### src/rtl/fetch_unit_if.sv
`default_nettype none
// ============================================================================
// fetch_unit_if
// Fetch-side bundle: backend redirect, instruction queue push, imem read port.
// Revision: 1.0
// ============================================================================
interface fetch_unit_if #(
   parameter int XLEN = 32
) ();
   logic            flush;
   logic [XLEN-1:0] flush_pc;
   logic            iq_full;
   logic            iq_write;
   logic [XLEN-1:0] iq_wdata;
   logic [XLEN-1:0] iq_pc;
   logic [XLEN-1:0] imem_addr;
   logic [3:0]      imem_rmask;
   logic [XLEN-1:0] imem_rdata;
   logic            imem_resp;
   logic [15:0]     discard_cnt;

   modport master (
      input  flush, flush_pc, iq_full, imem_rdata, imem_resp,
      output iq_write, iq_wdata, iq_pc, imem_addr, imem_rmask, discard_cnt
   );

   modport slave (
      output flush, flush_pc, iq_full, imem_rdata, imem_resp,
      input  iq_write, iq_wdata, iq_pc, imem_addr, imem_rmask, discard_cnt
   );
endinterface
`default_nettype wire

### src/rtl/fetch_unit.sv
`default_nettype none
// ============================================================================
// fetch_unit
// Instruction-queue producer: one outstanding imem read, flush redirect/discard.
// Revision: 1.0
// ============================================================================
module fetch_unit #(
   parameter int              XLEN     = 32,
   parameter logic [XLEN-1:0] RESET_PC = 32'h1eceb000
) (
   input  wire logic    clk,
   input  wire logic    rst,
   fetch_unit_if.master bus
);
   typedef enum logic [1:0] {
      REQ   = 2'd0,
      DRAIN = 2'd1,
      HOLD  = 2'd2
   } state_t;

   state_t          state_q;
   logic            active_q;
   logic [XLEN-1:0] pc_q;
   logic [XLEN-1:0] redirect_pc_q;
   logic [XLEN-1:0] hold_data_q;
   logic [XLEN-1:0] hold_pc_q;
   logic [15:0]     discard_cnt_q;

   logic [XLEN-1:0] w_flush_pc;
   logic [15:0]     w_discard_inc;
   logic            w_req_resp;

   assign w_flush_pc    = bus.flush_pc & ~(XLEN'(3));
   assign w_discard_inc = (discard_cnt_q == 16'hFFFF) ? discard_cnt_q : discard_cnt_q + 16'd1;
   assign w_req_resp    = (state_q == REQ) && active_q && bus.imem_resp;

   assign bus.iq_write    = !rst && !bus.flush && !bus.iq_full &&
                            (w_req_resp || (state_q == HOLD));
   assign bus.iq_wdata    = (state_q == HOLD) ? hold_data_q : bus.imem_rdata;
   assign bus.iq_pc       = (state_q == HOLD) ? hold_pc_q : pc_q;
   assign bus.imem_addr   = pc_q;
   assign bus.imem_rmask  = (!rst && (((state_q == REQ) && active_q) || (state_q == DRAIN)))
                            ? 4'hF : 4'h0;
   assign bus.discard_cnt = discard_cnt_q;

   // active_q low in REQ marks the idle bubble that follows every completed read
   always_ff @(posedge clk) begin
      if (rst) begin
         state_q       <= REQ;
         active_q      <= 1'b1;
         pc_q          <= RESET_PC;
         redirect_pc_q <= RESET_PC;
         hold_data_q   <= '0;
         hold_pc_q     <= '0;
         discard_cnt_q <= 16'd0;
      end else begin
         case (state_q)
            REQ: begin
               if (!active_q) begin
                  active_q <= 1'b1;
                  if (bus.flush) pc_q <= w_flush_pc;
               end else if (bus.flush) begin
                  if (bus.imem_resp) begin
                     pc_q          <= w_flush_pc;
                     discard_cnt_q <= w_discard_inc;
                     active_q      <= 1'b0;
                  end else begin
                     redirect_pc_q <= w_flush_pc;
                     state_q       <= DRAIN;
                  end
               end else if (bus.imem_resp) begin
                  if (!bus.iq_full) begin
                     pc_q     <= pc_q + XLEN'(4);
                     active_q <= 1'b0;
                  end else begin
                     hold_data_q <= bus.imem_rdata;
                     hold_pc_q   <= pc_q;
                     state_q     <= HOLD;
                  end
               end
            end
            DRAIN: begin
               if (bus.flush) redirect_pc_q <= w_flush_pc;
               if (bus.imem_resp) begin
                  pc_q          <= bus.flush ? w_flush_pc : redirect_pc_q;
                  discard_cnt_q <= w_discard_inc;
                  state_q       <= REQ;
                  active_q      <= 1'b0;
               end
            end
            HOLD: begin
               if (bus.flush) begin
                  pc_q     <= w_flush_pc;
                  state_q  <= REQ;
                  active_q <= 1'b1;
               end else if (!bus.iq_full) begin
                  pc_q     <= hold_pc_q + XLEN'(4);
                  state_q  <= REQ;
                  active_q <= 1'b1;
               end
            end
            default: begin
               state_q  <= REQ;
               active_q <= 1'b1;
            end
         endcase
      end
   end
endmodule
`default_nettype wire

### src/flat_wrapper.sv
// flat-port wrapper written by rule: the top's interface ports become plain ports
module fetch_unit_flat 
#(
   parameter int              XLEN     = 32,
   parameter logic [XLEN-1:0] RESET_PC = 32'h1eceb000
)
  (clk, rst, bus_flush, bus_flush_pc, bus_iq_full, bus_imem_rdata, bus_imem_resp, bus_iq_write, bus_iq_wdata, bus_iq_pc, bus_imem_addr, bus_imem_rmask, bus_discard_cnt);
  fetch_unit_if #(.XLEN(XLEN)) bus_i ();
  input  wire logic clk;
  input  wire logic rst;
  input wire logic [$bits(bus_i.flush)-1:0] bus_flush;
  input wire logic [$bits(bus_i.flush_pc)-1:0] bus_flush_pc;
  input wire logic [$bits(bus_i.iq_full)-1:0] bus_iq_full;
  input wire logic [$bits(bus_i.imem_rdata)-1:0] bus_imem_rdata;
  input wire logic [$bits(bus_i.imem_resp)-1:0] bus_imem_resp;
  output wire logic [$bits(bus_i.iq_write)-1:0] bus_iq_write;
  output wire logic [$bits(bus_i.iq_wdata)-1:0] bus_iq_wdata;
  output wire logic [$bits(bus_i.iq_pc)-1:0] bus_iq_pc;
  output wire logic [$bits(bus_i.imem_addr)-1:0] bus_imem_addr;
  output wire logic [$bits(bus_i.imem_rmask)-1:0] bus_imem_rmask;
  output wire logic [$bits(bus_i.discard_cnt)-1:0] bus_discard_cnt;
  assign bus_i.flush = bus_flush;
  assign bus_i.flush_pc = bus_flush_pc;
  assign bus_i.iq_full = bus_iq_full;
  assign bus_i.imem_rdata = bus_imem_rdata;
  assign bus_i.imem_resp = bus_imem_resp;
  assign bus_iq_write = bus_i.iq_write;
  assign bus_iq_wdata = bus_i.iq_wdata;
  assign bus_iq_pc = bus_i.iq_pc;
  assign bus_imem_addr = bus_i.imem_addr;
  assign bus_imem_rmask = bus_i.imem_rmask;
  assign bus_discard_cnt = bus_i.discard_cnt;
  fetch_unit #(.XLEN(XLEN), .RESET_PC(RESET_PC)) u_core (.clk(clk), .rst(rst), .bus(bus_i));
endmodule
### config.mk
export PLATFORM = sky130hd
export DESIGN_NAME = fetch_unit_flat
export DESIGN_NICKNAME = d
export VERILOG_FILES = /design/src/rtl/fetch_unit_if.sv /design/src/rtl/fetch_unit.sv /design/src/flat_wrapper.sv
export SDC_FILE = /design/constraint.sdc
export NUM_CORES = 1
export LEC_CHECK = 0
export ABC_AREA = 1
export CAP_MARGIN = 20
export CORE_MARGIN = 2
export CORE_UTILIZATION = 48
export DETAILED_ROUTE_END_ITERATION = 7
export PLACE_DENSITY = 0.83
export SYNTH_ARGS = -nofsm -noshare
export SYNTH_HDL_FRONTEND = slang
export SYNTH_SLANG_ARGS = --single-unit
### constraint.sdc
create_clock -name clk -period 1.85 [get_ports clk]
set_input_delay 0.185 -clock clk [delete_from_list [all_inputs] [get_ports clk]]
set_output_delay 0.185 -clock clk [all_outputs]
set_load 0.005 [all_outputs]
-- Word-level counts from Yosys, hierarchy flattened
Index checks and enable logic that the tools add are counted.
- flip-flop bits (word level): 147
- word-level logic and storage cells: 86
- bits of input ports: 69
- bitwise logic cells: 1
- equal/unequal tests: 14
- add/subtract/negate cells: 3
- reduce and logical (&&, ||, !) cells: 20
- mux-type cells: 41
- operators by type and width (cell ; count):
    32-bit 2-to-1 mux ; 15
    32-bit case mux with 3 select lines ; 1
    32-bit by 3-bit adder with 32-bit output (second input constant) ; 2
    16-bit 2-to-1 mux ; 4
    32-bit case mux with 2 select lines ; 1
    16-bit case mux with 2 select lines ; 1
    3-bit != test (second input constant) ; 6
    16-bit by 1-bit adder with 16-bit output (second input constant) ; 1
    16-bit == test (second input constant) ; 1
    2-bit 2-to-1 mux ; 8
    1-bit 2-to-1 mux ; 8
    7-bit AND reduction ; 1
    1-bit logical AND ; 6
    2-bit != test (second input constant) ; 3
    2-bit case mux with 3 select lines ; 1
    6-bit AND reduction ; 1
    5-bit AND reduction ; 1
    4-bit 2-to-1 mux ; 1
    4-bit AND reduction ; 1
    1-bit zero test ; 3
    3-bit by 2-bit != test with 1-bit output (second input constant) ; 1
    1-bit case mux with 3 select lines ; 1
    3-bit AND reduction ; 1
    3-bit nonzero test ; 1
    8 further kinds ; 9

-- Depth between registers and ports, before layout
Gate-level depths: netlist (run 1).
- depth after elaboration: 6
- depth in mapped cells: 14

-- Worst setup path before layout (run 1)
OpenSTA, ideal clock, no wires.
- path type: reg-to-output
- start: register u_core.state_q[1]
- end: output port bus_imem_rmask[1]
- cell stages (with the launch flop): 9
- path slack: -35 ps
- path buffers: 4
- arrival: 1700 ps
- cells stage by stage: dfxtp_1 > inv_1 > ha_1 > inv_1 > buf_2 > buf_2 > buf_1 > a21oi_1 > buf_4
- word-level cells in the longest chain between the ends: 5
- elaborated cells between the ends (all ways): 6
- RTL lines (element ; RTL line ; text):
    from (decl) ; fetch_unit.sv:21 ; state_t state_q;
    from (signal assigned) ; fetch_unit.sv:49 ; state_q <= REQ;
    from (signal assigned) ; fetch_unit.sv:69 ; state_q <= DRAIN;
    from (signal assigned) ; fetch_unit.sv:78 ; state_q <= HOLD;
    2-bit zero test ; fetch_unit.sv:42 ; assign bus.imem_rmask = (!rst && (((state_q == REQ) && active_q) || (state_q == DRAIN)))
    1-bit logical AND ; fetch_unit.sv:42 ;
    1-bit logical OR (*) ; fetch_unit.sv:42 ;
    1-bit logical AND (*) ; fetch_unit.sv:42 ;
    4-bit 2-to-1 mux (*) ; fetch_unit.sv:43 ; ? 4'hF : 4'h0;
    to (decl) ; flat_wrapper.sv:20 ; output wire logic [$bits(bus_i.imem_rmask)-1:0] bus_imem_rmask;
Every way passes the cells marked *; elsewhere a longest branch is shown, timed or not.

-- Final worst setup path (run 1)
- start: register u_core.hold_pc_q[5]
- end: register u_core.pc_q[19], in the netlist u_core.bus.imem_addr[19]
- word-level cells in the longest chain between the ends: 4
- RTL lines (element ; RTL line ; text):
    from (decl) ; fetch_unit.sv:26 ; logic [XLEN-1:0] hold_pc_q;
    from (signal assigned) ; fetch_unit.sv:77 ; hold_pc_q <= pc_q;
    32-bit by 3-bit adder with 32-bit output ; fetch_unit.sv:97 ; pc_q <= hold_pc_q + XLEN'(4);
    32-bit 2-to-1 mux ; fetch_unit.sv:96 ; end else if (!bus.iq_full) begin
    32-bit 2-to-1 mux ; fetch_unit.sv:92 ; if (bus.flush) begin
    32-bit case mux with 3 select lines ; fetch_unit.sv:57 ; case (state_q)
    to (signal assigned) ; fetch_unit.sv:61 ; if (bus.flush) pc_q <= w_flush_pc;
    to (signal assigned) ; fetch_unit.sv:93 ; pc_q <= w_flush_pc;
    to (signal assigned) ; fetch_unit.sv:97 ;
    to (decl) ; fetch_unit.sv:23 ; logic [XLEN-1:0] pc_q;
Every way passes these cells. The select of a mux whose other input is x is not followed.
A chain may end at the register's enable or synchronous reset.

==> results of run 1 <==
sequential cells by signal (all words and copies together), names as in the netlist:
signal / flops
u_core.bus.imem_addr: 32
u_core.hold_pc_q: 32
u_core.hold_data_q: 32
u_core.active_q: 1
u_core.state_q: 2
u_core.redirect_pc_q: 32
u_core.bus.discard_cnt: 16
what timing repair did:
item	in CTS	in global routing
resized for setup	452	396
cloned	11	14
pin swaps	51	104
endpoints found under the setup margin	211	214
setup buffers	33	30
layer usage:
layer / vias up / routed length [um]
met1: 6181 / 16640
met5: - / 59
met2: 1329 / 21670
li1: 5788 / -
met3: 441 / 6449
met4: 4 / 4357
worst reg2reg max path, cell delays in order (launching register included):
cell	delay, ps
dfxtp_1	410
nand2_2	130
nor2_4	190
nand4_1	320
nor2_1	270
xor2_1	200
nand2_1	160
nand2_1	120
nand2_1	50
nand2_1	70
nand2_1	60
nand2_1	70
cell families (layout without fill, tap and decap cells):
family	after synthesis	in the layout	synth area share, %
compound gates	380	380	21.27
xor+xnor	22	22	2.068
fa+ha+maj	7	7	0.9399
buf+inv	192	562	8.299
flops	147	147	31.58
simple gates	809	809	35.84
cells in the final DEF (no fill, tap or decap), types with 10 or more instances in the layout:
| master | netlist | routed |
|---|---|---|
| nand2_1 | 510 | 401 |
| nor2_1 | 186 | 160 |
| buf_4 | 3 | 150 |
| a21oi_1 | 184 | 140 |
| dfxtp_1 | 147 | 120 |
| clkdlybuf4s50_1 | 0 | 113 |
| inv_1 | 92 | 83 |
| nand2_2 | 6 | 79 |
| o21ai_0 | 158 | 73 |
| buf_2 | 25 | 63 |
| nand3_1 | 57 | 52 |
| o21ai_1 | 9 | 46 |
| buf_6 | 1 | 39 |
| a21oi_2 | 0 | 38 |
| nand2_4 | 1 | 37 |
| o21ai_2 | 0 | 36 |
| buf_12 | 0 | 30 |
| clkbuf_16 | 0 | 25 |
| dfxtp_2 | 0 | 22 |
| nor2_2 | 6 | 20 |
| nor2_4 | 5 | 17 |
| xor2_1 | 17 | 16 |
| nand4_1 | 13 | 13 |
| o21ai_4 | 0 | 12 |
| buf_8 | 0 | 11 |
| inv_2 | 10 | 10 |
| o211ai_1 | 10 | 10 |
path summary, 6_finish.rpt:
| check | start | to | slack (ps) | cells past startpoint |
|---|---|---|---|---|
| worst max register to register | u_core.hold_pc_q[5] | u_core.bus.imem_addr[19] | -260 | 11 |
| worst min-delay path | bus_imem_rdata[23] | u_core.hold_data_q[23] | 360 | 3 |
| worst min register to register | u_core.redirect_pc_q[0] | u_core.redirect_pc_q[0] | 460 | 2 |
| worst max-delay path | u_core.hold_pc_q[5] | u_core.bus.imem_addr[19] | -260 | 11 |
stage by stage:
| step | utilization [%] | hold slack, ps | worst slack [ps] | power [mW] | cell area (um^2) |
|---|---|---|---|---|---|
| 3_5_place_dp | 66.34 | 449.8 | -207.6 | 12.65 | 12530 |
| 3_3_place_gp | 66.34 | 441.2 | -209.6 | 12.53 | 12530 |
| 6_report | 81.74 | 358.7 | -257.2 | 20.66 | 15440 |
| 5_1_grt | 81.74 | 380.5 | -325.5 | 21.24 | 15440 |
| 2_1_floorplan | - | 311.3 | 35.25 | 8.321 | 9319 |
| 4_1_cts | 73.33 | 351.0 | -158.7 | 17.36 | 13850 |
area by class of cell:
| cell class | instances | area (um^2) | area share (%) |
|---|---|---|---|
| multi-input combinational | 1218 | 6877 | 44.53 |
| timing repair buffer | 424 | 4215 | 27.29 |
| sequential | 147 | 2989 | 19.36 |
| inverter | 105 | 447.9 | 2.900 |
| clock buffer | 18 | 439.2 | 2.844 |
| tap | 260 | 325.3 | 2.106 |
| clock inverter | 14 | 141.4 | 0.9155 |
| timing repair inverter | 1 | 8.758 | 0.05671 |
where the power goes:
part	internal (mW)	switching [mW]	total, mW
combinational	5.67	6.69	12.4
clock	1.93	1.70	3.63
sequential	3.87	0.799	4.67
total	11.5	9.19	20.7
==> results.cfg, run 1 <==
[timing]
fin_crit_sh_pct = 113.9
max_clock_freq_mhz = 474.6
fin_crit_ps = 2107
setup_tns_ps = -8092
grt_setup_unrepaired = true
hold_viol = 0
timing.final.ws_setup_ps = -257.2
clock_skew_ps = 12.10
finalMaxSlewViolations = 0
slew-limit-headroom_pct = 64.54
tightest_slew_ps = 526.3
setup_viol = 128

[global_route]
grt.total_usage_pct = 37.65
grt_max_degree = 57
met1_usage_pct = 49.38
grt-ovfl-total = 0
met2_usage_pct = 58.80
antenna_found_initial = 1
gr-usage-met3_pct = 9.897
grt_busiest_layer = met2
grt_pass1_wl_um = 60600
first_global_vias = 11536

[outcome]
status = finished, violations left
violations = DRC, setup timing

[synth]
synth_ff_type = dfxtp_1
syn_nets = 1633
yosysWarnings = 0
netlist.area_leader.share_pct = 31.58
yosysSeqAreaShare_pct = 31.58
avgSynthCellArea_um2 = 5.984
synth-seq-cells = 147
syn_area_um2 = 9318
synthCells = 1557
synth_area_leaders = dfxtp_1 32%, nand2_1 21%, a21oi_1 9.9%, o21ai_0 8.5%, nor2_1 7.5%
yosysTopAreaCell = dfxtp_1
ys_top_cells_by_count = 510 x nand2_1, 186 x nor2_1, 184 x a21oi_1
yosysMostFrequentCell = nand2_1
ys_types = 45
synth_edf_count = 0
async_flop_share_pct = 0

[pwr]
leakage_nw = 6.820
peakVddDrop_mv = 0.9140
pwr_density_cell_nw_per_um2 = 1337

[finish]
num_antenna_cells = 0
drive_above_1_share_pct = 34.87
nets = 1990
areaGrowthSynthToFinish_pct = 65.75
stdcell_count = 2187
fillers = 1162

[floorplanning]
core_um2 = 18890
row_count = 50
dieArea_um2 = 20540
io_pins = 186
start_util_pct = 49.32
die_height_um = 143.3
die_x_um = 143.3

[clock_tree]
cts_tree = built
cts_hold_buf = 0
cts_buffer_depth = 2
clock_latency_ps = 460
clkTransAtPathRegs_ps = 70
cts_max_level = 4
numCtsBuffers = 17
cts_sinks = 147
cts_root_buf = clkbuf_16

[placement]
numPortBuffers = 183
place_hpwl_um = 26490
routabilityCongestion = 1.009
placed_cells = 2079

[drt]
wl_per_cell_um = 22.48
finalWirelength_um = 49170
drc = 48
num_vias = 13743
dr.pass1.iters = 8
drt_iter0_markers = 2283
vias_per_cell = 6.284
antenna_left = 0

[setup_path]
critical_path_class = flop to flop
critPathBufInv = 0
cp.arrival_ps = 2500
cp-end-kind = flop
crit_fanout = 3
critPathSlowestCell = dfxtp_1
cp-start-kind = flop
cp_data_required_time_ps = 2240
cp_common_cell = nand2_1
crit_chain = nand2_2 -> nor2_4 -> nand4_1 -> nor2_1 -> xor2_1 -> nand2_1 -> nand2_1 -> nand2_1 -> nand2_1 -> nand2_1 -> nand2_1
crit_family = simple AND/OR/NAND/NOR gates
cpPeakStageDelay_ps = 410

[hold_path]
min-delay-path-class = primary input to flop

[flow_run]
drv_cap = 0
No activity file was read; power rests on OpenSTA's default activity.
==> run 2, diff against run 1 <==
--- a/config.mk
+++ b/config.mk
@@ -8,9 +8,11 @@
 export ABC_AREA = 1
 export CAP_MARGIN = 20
 export CORE_MARGIN = 2
-export CORE_UTILIZATION = 48
+export CORE_UTILIZATION = 30
+export CTS_CLUSTER_SIZE = 10
 export DETAILED_ROUTE_END_ITERATION = 7
-export PLACE_DENSITY = 0.83
+export PLACE_DENSITY = 0.58
+export SETUP_SLACK_MARGIN = 0.05
 export SYNTH_ARGS = -nofsm -noshare
 export SYNTH_HDL_FRONTEND = slang
 export SYNTH_SLANG_ARGS = --single-unit
==> run 2 against run 1 <==
  * The flow finishes with violations (setup timing)
  * Die area up 58%
  * Flip-flop and latch count stayed put
  * Register-to-register slack gained 150 ps
  * Final cell count rose by 8.4%
  * Combinational power up 6%
  * Final area is 6.6% higher
  * Non-clock buffer count is 48 higher
  * Global-route usage shrank 11 points
  * Critical path type is now flop to primary output
==> results.cfg, run 2 (synthesis gave the netlist of run 1 again) <==
[setup_path]
cp_data_required_time_ps = 1660
critical_path_class = flop to primary output
crit_fanout = 6
r2r-start = u_core.state_q[0]
cp-end-kind = primary output
r2r_end = u_core.bus.discard_cnt[5]
rrSetupSlack_ps = -110
cp-start-kind = flop
cp.arrival_ps = 1820
rr_worst_depth = 13

[clock_tree]
numCtsBuffers = 17
cts_max_level = 4
clock_latency_ps = 450
cts_sinks = 147
cts_buffer_depth = 2
cts_tree = built
cts_root_buf = clkbuf_16
clkTransAtPathRegs_ps = 70

[drt]
finalWirelength_um = 46370
antenna_left = 0
vias_per_cell = 5.234
num_vias = 12409
wl_per_cell_um = 19.56
drc = 0
dr.pass1.iters = 6
drt_iter0_markers = 1329

[timing]
finalMaxSlewViolations = 0
clock_skew_ps = 15.83
setup_tns_ps = -7678
slew-limit-headroom_pct = 65.22
setup_viol = 136
fin_crit_sh_pct = 108.3
grt_setup_unrepaired = true
fin_crit_ps = 2004
timing.final.ws_setup_ps = -153.7
max_clock_freq_mhz = 499.1
hold_viol = 0
hold_ws_ps = 344.3
tightest_slew_ps = 521.7

[finish]
nets = 2038
design_area_um2 = 16460
final_cell_mix = 400 x nand2_1, 178 x buf_4, 149 x nor2_1, 133 x a21oi_1, 120 x dfxtp_1
stdcell_count = 2371
final_core_util_pct = 53.80
drive_above_1_share_pct = 39.04
multi_input_area_um2 = 7077
seqCellArea_um2 = 2979
areaGrowthSynthToFinish_pct = 76.62
fillers = 2897
layout_commonest_cell = nand2_1
num_antenna_cells = 0

[flow_run]
drv_cap = 0

[placement]
numPortBuffers = 183
placed_cells = 2251
place_hpwl_um = 30260
routabilityCongestion = 0.9738
pre_cts_slack_ps = -281.4
dpl_cell_area_um2 = 12980

[hold_path]
min-delay-path-class = primary input to flop
hold_start = bus_imem_rdata[30]
hold_depth = 3
worstHoldEndpoint = u_core.hold_data_q[30]

[floorplanning]
dieArea_um2 = 32480
die_x_um = 180.2
io_pins = 186
row_count = 64
core_um2 = 30590
start_util_pct = 30.46
die_height_um = 180.2

[pwr]
total_power_mw = 21.21
leakage_nw = 7.098
pwr_density_cell_nw_per_um2 = 1289
peakVddDrop_mv = 0.7682

[outcome]
status = finished, violations left
violations = setup timing

[global_route]
grt_max_degree = 61
grt.total_usage_pct = 26.30
first_global_vias = 11583
grt_pass1_wl_um = 66790
grt-ovfl-total = 0
antenna_found_initial = 0
run 2: area by class of cell:
cell class | instances | share of cell area, %
Multi-Input combinational cell | 1218 | 43.00
Timing Repair Buffer | 472 | 29.75
Sequential cell | 147 | 18.10
Tap cell | 396 | 3.011
Inverter | 105 | 2.737
Clock buffer | 17 | 2.585
Clock inverter | 15 | 0.7679
Timing Repair inverter | 1 | 0.04562
run 2: what timing repair did:
item | in CTS | in global routing
buffers inserted | 42 | 22
pin swaps | 74 | 84
cloned | 19 | 15
endpoints found under the hold margin | 0 | 0
hold buffers | 0 | 0
setup endpoints to repair | 217 | 219
resized for setup | 625 | 301
run 2: worst max-delay path by stage:
stage,start,endpoint,slack [ps],cells after the start
5_1_grt,u_core.state_q[0],u_core.bus.discard_cnt[12],-220,13
4_1_cts,u_core.state_q[0],bus_iq_wdata[9],-190,10
3_5_place_dp,bus_flush,u_core.bus.imem_addr[12],-280,7
3_3_place_gp,bus_flush,u_core.bus.imem_addr[12],-200,7
6_report,u_core.state_q[0],bus_iq_wdata[29],-150,10
2_1_floorplan,u_core.state_q[0],bus_iq_write,110,6
run 2: report_power, final:
group | leakage (nW) | switching (mW) | internal (mW)
Combinational | 5.61 | 6.80 | 6.37
Clock | 0.274 | 1.71 | 1.76
Sequential | 1.21 | 0.703 | 3.86
Total | 7.10 | 9.21 | 12.0
run 2: critical path, stage by stage, from the launching register on:
cell and delay, ps:
dfxtp_2 340, inv_4 60, ha_4 180, buf_12 120
clkinv_8 50, buf_12 140, buf_16 140, buf_12 130
nand2_4 50, nand2_2 40, buf_2 120
run 2: metal layers:
metal  share of wire (%)  global-route usage [%]  wire length [um]
met1                  43                   36.30             19960
met2                  46                   41.53             21230
met3                 8.0                   4.911              3707
met4                 3.2                   8.065              1467
met5                   0                       0                 0
==> run 3, diff against run 2 <==
--- a/config.mk
+++ b/config.mk
@@ -7,11 +7,13 @@
 export LEC_CHECK = 0
 export ABC_AREA = 1
 export CAP_MARGIN = 20
+export CELL_PAD_IN_SITES_DETAIL_PLACEMENT = 0
+export CELL_PAD_IN_SITES_GLOBAL_PLACEMENT = 1
 export CORE_MARGIN = 2
 export CORE_UTILIZATION = 30
 export CTS_CLUSTER_SIZE = 10
 export DETAILED_ROUTE_END_ITERATION = 7
-export PLACE_DENSITY = 0.58
+export PLACE_DENSITY = 0.78
 export SETUP_SLACK_MARGIN = 0.05
 export SYNTH_ARGS = -nofsm -noshare
 export SYNTH_HDL_FRONTEND = slang
==> run 3 against run 2 <==
  * The run still ends with setup timing left
  * Global-route usage rose by 0.54 points
  * Critical path type unchanged
  * Fmax fell by 4.5%
  * Critical endpoint is now bus_iq_pc[17]
  * Via count fell by 1.2%
  * Final area rose by 0.17%
==> results.cfg, run 3 (synthesis gave the netlist of run 1 again) <==
[finish]
areaGrowthSynthToFinish_pct = 76.92
num_antenna_cells = 0
final_cell_mix = 409 x nand2_1, 180 x buf_4, 159 x nor2_1, 134 x dfxtp_1, 130 x a21oi_1
final_core_util_pct = 53.89
nets = 2047
drive_above_1_share_pct = 38.56
fillers = 2991
layout_commonest_cell = nand2_1

[placement]
numPortBuffers = 183
place_hpwl_um = 30300
routabilityCongestion = 0.9514

[drt]
drt_iter0_markers = 1089
finalWirelength_um = 46110
drc = 0
vias_per_cell = 5.153
wl_per_cell_um = 19.37
num_vias = 12263
antenna_left = 0
dr.pass1.iters = 5

[setup_path]
cp.arrival_ps = 1910
cp_common_cell = buf_6
crit_start = u_core.state_q[1]
r2r-start = u_core.state_q[1]
critical_path_class = flop to primary output
cp-end-kind = primary output
worst-path-stages = 11
setup.worst_path.end = bus_iq_pc[17]
rrSetupSlack_ps = -210
cp-start-kind = flop
critPathSlowestCell = dfxtp_2
crit_family = buffers and inverters
critPathBufInv = 8
cp_data_required_time_ps = 1660
rr_worst_depth = 13
cpPeakStageDelay_ps = 320
crit_fanout = 6
r2r_end = u_core.bus.imem_addr[12]
crit_chain = buf_6 -> ha_4 -> buf_6 -> inv_4 -> buf_12 -> buf_12 -> buf_8 -> buf_6 -> nand2_2 -> nand2_1 -> buf_2

[floorplanning]
core_um2 = 30590
start_util_pct = 30.46
dieArea_um2 = 32480
die_height_um = 180.2
die_x_um = 180.2
row_count = 64
io_pins = 186

[clock_tree]
cts_root_buf = clkbuf_16
cts_max_level = 4
cts_sinks = 147
cts_hold_buf = 0
clock_latency_ps = 460
cts_buffer_depth = 2
numCtsBuffers = 17
cts_tree = built
clkTransAtPathRegs_ps = 70

[global_route]
grt-ovfl-total = 0
antenna_found_initial = 0
grt_pass1_wl_um = 67430
grt_max_degree = 59
grt.total_usage_pct = 26.84
first_global_vias = 11502

[outcome]
violations = setup timing
status = finished, violations left

[timing]
clock_skew_ps = 13.71
fin_crit_ps = 2097
max_clock_freq_mhz = 476.8
hold_ws_ps = 335.8
hold_viol = 0
timing.final.ws_setup_ps = -247.4
setup_viol = 213
finalMaxSlewViolations = 0
slew-limit-headroom_pct = 68.73
grt_setup_unrepaired = true
tightest_slew_ps = 464.2
fin_crit_sh_pct = 113.4

[flow_run]
drv_cap = 0

[pwr]
peakVddDrop_mv = 0.7683
pwr_density_cell_nw_per_um2 = 1254
leakage_nw = 7.138

[hold_path]
min-delay-path-class = primary input to flop
==> run 3: changes by cell type in the layout (fill, tap and decap cells not counted), sizes merged <==
cell	delta
buf	+14
clkinv	-6
clkinvlp	+2
inv	-2
bufbuf	-1
bufinv	+1
clkdlybuf4s15	+1
==> run 3: how the worst min path moves through the flow <==
stage	endpoint	depth (start not counted)	slack [ps]	start
2_1_floorplan	u_core.redirect_pc_q[13]	2	310	bus_flush_pc[13]
5_1_grt	u_core.hold_data_q[4]	3	340	bus_imem_rdata[4]
6_report	u_core.hold_data_q[1]	3	340	bus_imem_rdata[1]
3_5_place_dp	u_core.redirect_pc_q[0]	2	440	u_core.redirect_pc_q[0]
3_3_place_gp	u_core.redirect_pc_q[23]	2	440	u_core.redirect_pc_q[23]
4_1_cts	u_core.hold_data_q[1]	3	320	bus_imem_rdata[1]
==> run 3: what timing repair did <==
| item | CTS | global route |
|---|---|---|
| gates cloned | 24 | 7 |
| pin swaps | 72 | 106 |
| buffers inserted | 53 | 17 |
| gates resized for setup | 571 | 380 |
| setup endpoints to repair | 210 | 219 |
==> run 3: tightest hold or removal path, stage by stage <==
cell and delay [ps]:
clkdlybuf4s50_1 410, nor2_1 110, nor2_1 40
==> run 3: area by class of cell <==
| class | count | area [um^2] | area share [%] |
|---|---|---|---|
| repair buffers | 481 | 4969 | 30.14 |
| multi-input cells | 1218 | 7032 | 42.66 |
| well taps | 396 | 495.5 | 3.006 |
| repair inverters | 1 | 16.27 | 0.09867 |
| inverters | 105 | 446.7 | 2.710 |
| clock inverters | 10 | 100.1 | 0.6072 |
| clock buffers | 22 | 464.2 | 2.816 |
| flip-flops and latches | 147 | 2962 | 17.97 |
==> run 3: routing by layer <==
metal	global-route usage (%)	wire length, um	up-vias
met4	8.419	1315	0
met5	0	0	-
met2	42.17	21200	482
li1	-	-	5933
met3	6.144	3732	76
met1	36.45	19860	5772
==> run 3: report_power, final <==
part,leakage (nW),internal (mW),switching [mW]
registers,1.21,3.86,0.705
logic,5.67,6.03,6.54
clock network,0.264,1.94,1.60
==> run 3: per-stage QoR <==
step | worst slack (ps) | setup TNS (ps) | area (um^2) | total power [mW] | instances
floorplan | 106.0 | 0 | 9323 | 8.327 | 1557
global placement | -314.8 | -11080 | 13100 | 13.10 | 2260
detailed placement | -256.5 | -12160 | 13100 | 13.12 | 2260
CTS | -261.2 | -17520 | 15190 | 18.69 | 2366
global route | -311.7 | -45450 | 16480 | 21.71 | 2380
finish | -247.4 | -29400 | 16480 | 20.67 | 2380
